$ cat src/rtl/row_select_sequencer.sv
// row_select_sequencer: registered ADDR_W-to-2^ADDR_W active-low row decoder
// with timed select pulses, guaranteed all-high gaps between rows, and
// multi-row bursts that auto-increment and wrap the row address.
module row_select_sequencer #(
  parameter int ADDR_W  = 4,
  parameter int PULSE_W = 2,
  parameter int GAP_W   = 1
) (
  input  logic                     clk,
  input  logic                     rst_n,
  input  logic                     req,
  input  logic [ADDR_W-1:0]        start_addr,
  input  logic [ADDR_W:0]          burst_len,
  input  logic                     abort,
  output logic [(1<<ADDR_W)-1:0]   sel_n,
  output logic [ADDR_W-1:0]        cur_addr,
  output logic                     busy,
  output logic                     done
);

  localparam int ROWS    = 1 << ADDR_W;
  localparam int CNT_MAX = (PULSE_W > GAP_W) ? PULSE_W : GAP_W;
  localparam int CNT_W   = $clog2(CNT_MAX + 1);

  localparam logic [ADDR_W:0]   ROWS_L  = (ADDR_W+1)'(ROWS);
  localparam logic [ADDR_W:0]   LEN_ONE = (ADDR_W+1)'(1);
  localparam logic [CNT_W-1:0]  PULSE_L = CNT_W'(PULSE_W);
  localparam logic [CNT_W-1:0]  GAP_L   = CNT_W'(GAP_W);
  localparam logic [CNT_W-1:0]  CNT_ONE = CNT_W'(1);
  localparam logic [ROWS-1:0]   ROW_ONE = ROWS'(1);

  typedef enum logic [1:0] {IDLE, ACTIVE, GAP} state_e;

  state_e             state_q, state_d;
  logic [CNT_W-1:0]   cnt_q, cnt_d;     // shared pulse/gap phase counter
  logic [ADDR_W:0]    rows_q, rows_d;   // rows still to be selected
  logic [ADDR_W-1:0]  addr_q, addr_d;
  logic [ROWS-1:0]    sel_n_q, sel_n_d;
  logic               busy_q, busy_d;
  logic               done_q, done_d;
  logic [ADDR_W:0]    eff_len;

  // Effective burst length: 0 means one row, anything beyond the array size
  // is clamped to a single full sweep.
  always_comb begin
    eff_len = burst_len;
    if (burst_len == '0)         eff_len = LEN_ONE;
    else if (burst_len > ROWS_L) eff_len = ROWS_L;
  end

  // Next-state and registered-output decode; outputs are computed from the
  // next state so sel_n/busy/done come straight off flops.
  always_comb begin
    state_d = state_q;
    cnt_d   = cnt_q;
    rows_d  = rows_q;
    addr_d  = addr_q;
    done_d  = 1'b0;
    case (state_q)
      IDLE: begin
        if (req && !abort) begin
          addr_d  = start_addr;
          rows_d  = eff_len;
          cnt_d   = PULSE_L;
          state_d = ACTIVE;
        end
      end
      ACTIVE: begin
        if (abort) begin
          state_d = IDLE;
        end else if (cnt_q == CNT_ONE) begin
          cnt_d   = GAP_L;
          rows_d  = rows_q - LEN_ONE;
          state_d = GAP;
        end else begin
          cnt_d = cnt_q - CNT_ONE;
        end
      end
      GAP: begin
        if (abort) begin
          state_d = IDLE;
        end else if (cnt_q == CNT_ONE) begin
          if (rows_q != '0) begin
            addr_d  = addr_q + ADDR_W'(1);   // wraps naturally at 2^ADDR_W
            cnt_d   = PULSE_L;
            state_d = ACTIVE;
          end else begin
            done_d  = 1'b1;
            state_d = IDLE;
          end
        end else begin
          cnt_d = cnt_q - CNT_ONE;
        end
      end
      default: state_d = IDLE;
    endcase
    busy_d  = (state_d != IDLE);
    sel_n_d = (state_d == ACTIVE) ? ~(ROW_ONE << addr_d) : '1;
  end

  // State and output registers; reset forces every select high at once.
  always_ff @(posedge clk or negedge rst_n) begin
    if (!rst_n) begin
      state_q <= IDLE;
      cnt_q   <= '0;
      rows_q  <= '0;
      addr_q  <= '0;
      sel_n_q <= '1;
      busy_q  <= 1'b0;
      done_q  <= 1'b0;
    end else begin
      state_q <= state_d;
      cnt_q   <= cnt_d;
      rows_q  <= rows_d;
      addr_q  <= addr_d;
      sel_n_q <= sel_n_d;
      busy_q  <= busy_d;
      done_q  <= done_d;
    end
  end

  assign sel_n    = sel_n_q;
  assign cur_addr = addr_q;
  assign busy     = busy_q;
  assign done     = done_q;

endmodule

$ cat config.mk
export PLATFORM = sky130hd
export DESIGN_NAME = row_select_sequencer
export DESIGN_NICKNAME = d
export VERILOG_FILES = /design/src/rtl/row_select_sequencer.sv
export SDC_FILE = /design/constraint.sdc
export NUM_CORES = 1
export LEC_CHECK = 0
export CAP_MARGIN = 5
export CORE_MARGIN = 2
export CORE_UTILIZATION = 55
export CTS_BUF_LIST = sky130_fd_sc_hd__clkbuf_16
export CTS_CLUSTER_SIZE = 28
export DETAILED_ROUTE_END_ITERATION = 12
export PLACE_DENSITY = 0.84
export SYNTH_ARGS = -nofsm -noshare
export SYNTH_HDL_FRONTEND = slang
export SYNTH_SLANG_ARGS = --single-unit
$ cat constraint.sdc
create_clock -name clk -period 5.55 [get_ports clk]
set_clock_uncertainty 0.15 [all_clocks]
set_input_delay 0.8325 -clock clk [delete_from_list [all_inputs] [get_ports clk]]
set_output_delay 0.8325 -clock clk [all_outputs]
set_load 0.03 [all_outputs]
Word level (Yosys, flattened, before mapping)
Index checks and enable logic that the tools add are counted.
{"block": "op_classes", "n_addsub": 3, "order_cmp": 1, "eq_ne": 9, "n_shift": 1, "mux": 30, "bitwise_logic": 1, "reduce_logical": 10}
{"operator": "$mux W5", "n": 5}
{"operator": "$mux W2", "n": 11}
{"operator": "$mux W16", "n": 1}
{"operator": "$mux W4", "n": 4}
{"operator": "$not A16 Y16", "n": 1}
{"operator": "$shl A1 B4 Y16 const A", "n": 1}
{"operator": "$pmux W2 S3", "n": 2}
{"operator": "$pmux W5 S2", "n": 1}
{"operator": "$ne A2 B2 Y1 const B", "n": 4}
{"operator": "$pmux W4 S2", "n": 1}
{"operator": "$eq A2 B1 Y1 const B", "n": 3}
{"operator": "$gt A5 B5 Y1 const B", "n": 1}
{"operator": "$logic_not A5 Y1", "n": 1}
{"operator": "$mux W1", "n": 5}
{"operator": "$reduce_and A5 Y1", "n": 1}
{"operator": "$reduce_bool A5 Y1", "n": 1}
{"operator": "$sub A5 B1 Y5 const B", "n": 1}
{"operator": "$add A4 B1 Y4 const B", "n": 1}
{"operator": "$reduce_and A4 Y1", "n": 1}
{"operator": "$reduce_bool A2 Y1", "n": 2}
{"operator": "$ne A3 B3 Y1 const B", "n": 1}
{"operator": "$reduce_bool A3 Y1", "n": 1}
{"operator": "$eq A2 B2 Y1 const B", "n": 1}
{"operator": "$logic_not A2 Y1", "n": 1}
{"operator": "3 further kinds", "n": 3}
{"block": "word_totals", "regBits": 31, "output_inout_bits": 22}

Logic depth before layout (Yosys ltp)
{"block": "depth", "word_depth": 8, "depth_mapped": 10}

Worst setup path after synthesis
No wires, ideal clock.
{"block": "synth_timing", "kind": "input-to-reg", "startpoint": "input req", "endpoint": "register sel_n_q[8], in the netlist sel_n[8]", "arrival_ps": 2079, "t_required_ps": 5298, "setup_slack_ps": 3219, "stages": 7, "path_cell_list": "nor2b_1 -> clkbuf_1 -> mux2_2 -> a22oi_1 -> and2_2 -> buf_6 -> nand4b_1"}
{"block": "synth_via", "elab_chain_len": 6, "word_cells_on_any_way": 9, "cone_classes": "eq/ne (1); shift (1); mux (5); bitwise (1); reduce/logical (1)"}
{"element": "start, declared", "line_no": "11", "text": "input logic req,"}
{"element": "$logic_and A1 B1 Y1 *", "line_no": "61", "text": "if (req && !abort) begin"}
{"element": "$mux W4", "line_no": "61"}
{"element": "$pmux W4 S2", "line_no": "59", "text": "case (state_q)"}
{"element": "$shl A1 B4 Y16", "line_no": "98", "text": "sel_n_d = (state_d == ACTIVE) ? ~(ROW_ONE << addr_d) : '1;"}
{"element": "$not A16 Y16", "line_no": "98"}
{"element": "$mux W16 *", "line_no": "98"}
{"element": "via sel_n_d[8]", "line_no": "38", "text": "logic [ROWS-1:0] sel_n_q, sel_n_d;"}
{"element": "end signal, assigned", "line_no": "116", "text": "sel_n_q <= sel_n_d;"}
{"element": "end, declared", "line_no": "38"}
The timed path passes the listed nets; every way through them passes the cells marked *.
A chain may end at the register's enable or synchronous reset.

Worst setup path after layout
{"block": "layout_timing", "startpoint": "input abort", "endpoint": "register sel_n_q[0], in the netlist sel_n[0]"}
{"block": "layout_via", "elab_chain_len": 7, "word_cells_on_any_way": 13, "cone_classes": "eq/ne (1); shift (1); mux (8); bitwise (1); reduce/logical (2)"}
{"element": "start, declared", "line_no": "14", "text": "input logic abort,"}
{"element": "$logic_not A1 Y1", "line_no": "61"}
{"element": "$logic_and A1 B1 Y1", "line_no": "61"}
{"element": "$mux W4", "line_no": "61"}
{"element": "$pmux W4 S2", "line_no": "59"}
{"element": "$shl A1 B4 Y16", "line_no": "98"}
{"element": "$not A16 Y16", "line_no": "98"}
{"element": "$mux W16 *", "line_no": "98"}
{"element": "via sel_n_d[0]", "line_no": "38"}
Marked as above.

==> metrics.yaml <==
syn-cell-area_um2: 1830
htreeDepth: 2
wl_per_cell_um: 15.8
portBuffers: 34
clock_path_buffers: 2
drive_gt1_share_pct: 20.4
initial_core_util_pct: 59.1
cellPowerDensity_nw_per_um2: 551
antenna_found_initial: 0
die_w_um: 61.7
tightest_slew_ps: 868
ios: 35
drt_iter0_markers: 114
firstDrtPassIters: 4
critPathLaunchType: "input pin"
final-setup-viol-count: 0
syn2layout_area_growth_pct: 27.0
status: "completed"
root_buffer: "clkbuf_16"
routed_wirelength_mm: 3.96
track_usage_pct: 23.9
p_int_w: 0.000754
crit_type: "input pin to register"
power.leakage_nw: 0.951
ant_nets: 0
synth_nets: 196
gp_congestion: 0.832
avgViaCountPerCell: 5.70
yosysTopAreaCell: "dfstp_2"
grt_pass1_vias: 1429
num_rows: 20
pwr-share-seq_pct: 29.9
num_vias: 1426
hold_ws_ps: 458
ys_types: 46
tns_ps: 0
die_h_um: 61.7
worstSetupEndpointType: "register"
arrival_ps: 2970
p_sw_w: 0.000528
synthCells: 172
synth_flop_cell: "dfstp_2"
clockPowerShare_pct: 22.1
synth_area_leaders: "dfstp_2 23%, dfrtp_1 20%, ha_1 7.5%"
finalCritPeriodShare_pct: 53.3
core_um2: 3100
period_minus_slack_ps: 2960
reg2reg_slack_ps: 2950
synth_top_area_share_pct: 22.9
ys_seq_elements: 31
grt_setup_unrepaired: "false"
p_sw_share_pct: 41.2
nets: 229
cts_resized: 0
grt_max_degree: 32
synth-seq-area-share_pct: 43.4
grt-ovfl-total: 0
synth_edf_count: 0
dpl.hpwl_mm: 2.79
cts_setup_buffers: 0
vdd_drop_max_v: 0.000311
diodes: 0
hp-class: "register to register"
async_flop_share_pct: 100
fin_ws_ps: 2590
crit_required_ps: 5560
hold_viol: 0
mostFrequentLayoutCell: "clkdlybuf4s50_1"
drcViolationCount: 0
cts.clk_slew.worst_paths_ps: 50
clk_latency_ps: 270
synth_warnings: 0
clock.fmax_mhz: 338
dp_slack_ps: 2340
clock-sinks: 31
postSynthAreaPerCell_um2: 10.7
numCtsBuffers: 5
maxCapViolCount: 0
final_cell_mix: "34 x clkdlybuf4s50_1, 16 x dfstp_2, 15 x dfrtp_1"
ctsHoldBuffers: 0
slew_violations: 0
combinationalPowerShare_pct: 48.1
final_util_pct: 75.0
grt_pass1_wl_mm: 6.43
cts_tree: "built"
maxSlewHeadroom_pct: 41.9
dieArea_um2: 3810
crit_fanout: 8
## metal layers
layer	routed length, um	up-vias	global-route usage (%)
met4	93	0	11.6
met5	0	-	0
li1	-	679	-
met1	1720	693	28.0
met3	178	14	7.87
met2	1970	40	39.7
## stage by stage
stage          instances  power (W)  instance area (um2)
5_1_grt              250    0.00137                 2330
6_report             250    0.00128                 2330
4_1_cts              250    0.00129                 2330
3_3_place_gp         242   0.000956                 2170
2_1_floorplan        172   0.000850                 1830
3_5_place_dp         242   0.000994                 2170
## power by group through the flow
stage	registers, W	logic (W)	clock network (W)
final	0.000383	0.000616	0.000283
after global routing	0.000391	0.000679	0.000298
after CTS	0.000382	0.000618	0.000288
after detailed placement	0.000382	0.000611	0
after global placement	0.000374	0.000582	0
after floorplan	0.000435	0.000415	0
## worst max-delay path: stages
cell,delay (ps)
clkdlybuf4s50_1,540
nor2b_1,520
o32ai_1,360
nor4b_4,550
nand4_1,160
## worst paths after layout
path                                  from         to  cells past startpoint
worst max register to register  state_q[0]   sel_n[7]                      7
worst min-delay path             rows_q[1]  rows_q[1]                      2
min in group asynchronous            rst_n  rows_q[3]                      2
max in group asynchronous            rst_n   sel_n[1]                      2
worst max-delay path                 abort   sel_n[0]                      5
worst min register to register   rows_q[1]  rows_q[1]                      2
## Yosys cell counts, drive strengths merged (2+ instances only)
cell     number
dfstp        16
dfrtp        15
inv          15
ha           11
nor2         11
buf           8
nand2         8
o21ai         8
a21oi         7
nand2b        7
nand3         7
nor2b         6
mux2          5
mux2i         4
nand4         4
nand4b        4
nand4bb       4
a22oi         3
nor3          3
nor3b         3
a22o          2
and2          2
and3          2
clkbuf        2
nor4b         2
## cell families after synthesis
logic type / after synthesis / share of synthesized area [%]
AOI/OAI and AO/OA: 32 / 13.7
adders and majority gates: 11 / 7.51
buffers and inverters: 25 / 7.17
DFF: 31 / 43.4
muxes: 9 / 5.46
and+or+nand+nor: 64 / 22.7
## final cells by class
class | count | area (um2)
flip-flops and latches | 31 | 796
multi-input cells | 116 | 907
clock buffers | 6 | 150
repair buffers | 36 | 355
fillers | 223 | 774
inverters | 15 | 56.3
well taps | 44 | 55.1
clock inverters | 2 | 8.76
## state kept, by name (all words and copies together), names as in the netlist
signal    count
busy          1
cnt_q         2
cur_addr      4
done          1
rows_q        5
sel_n        16
state_q       2
Note: power is estimated with default switching activity, not from simulation.
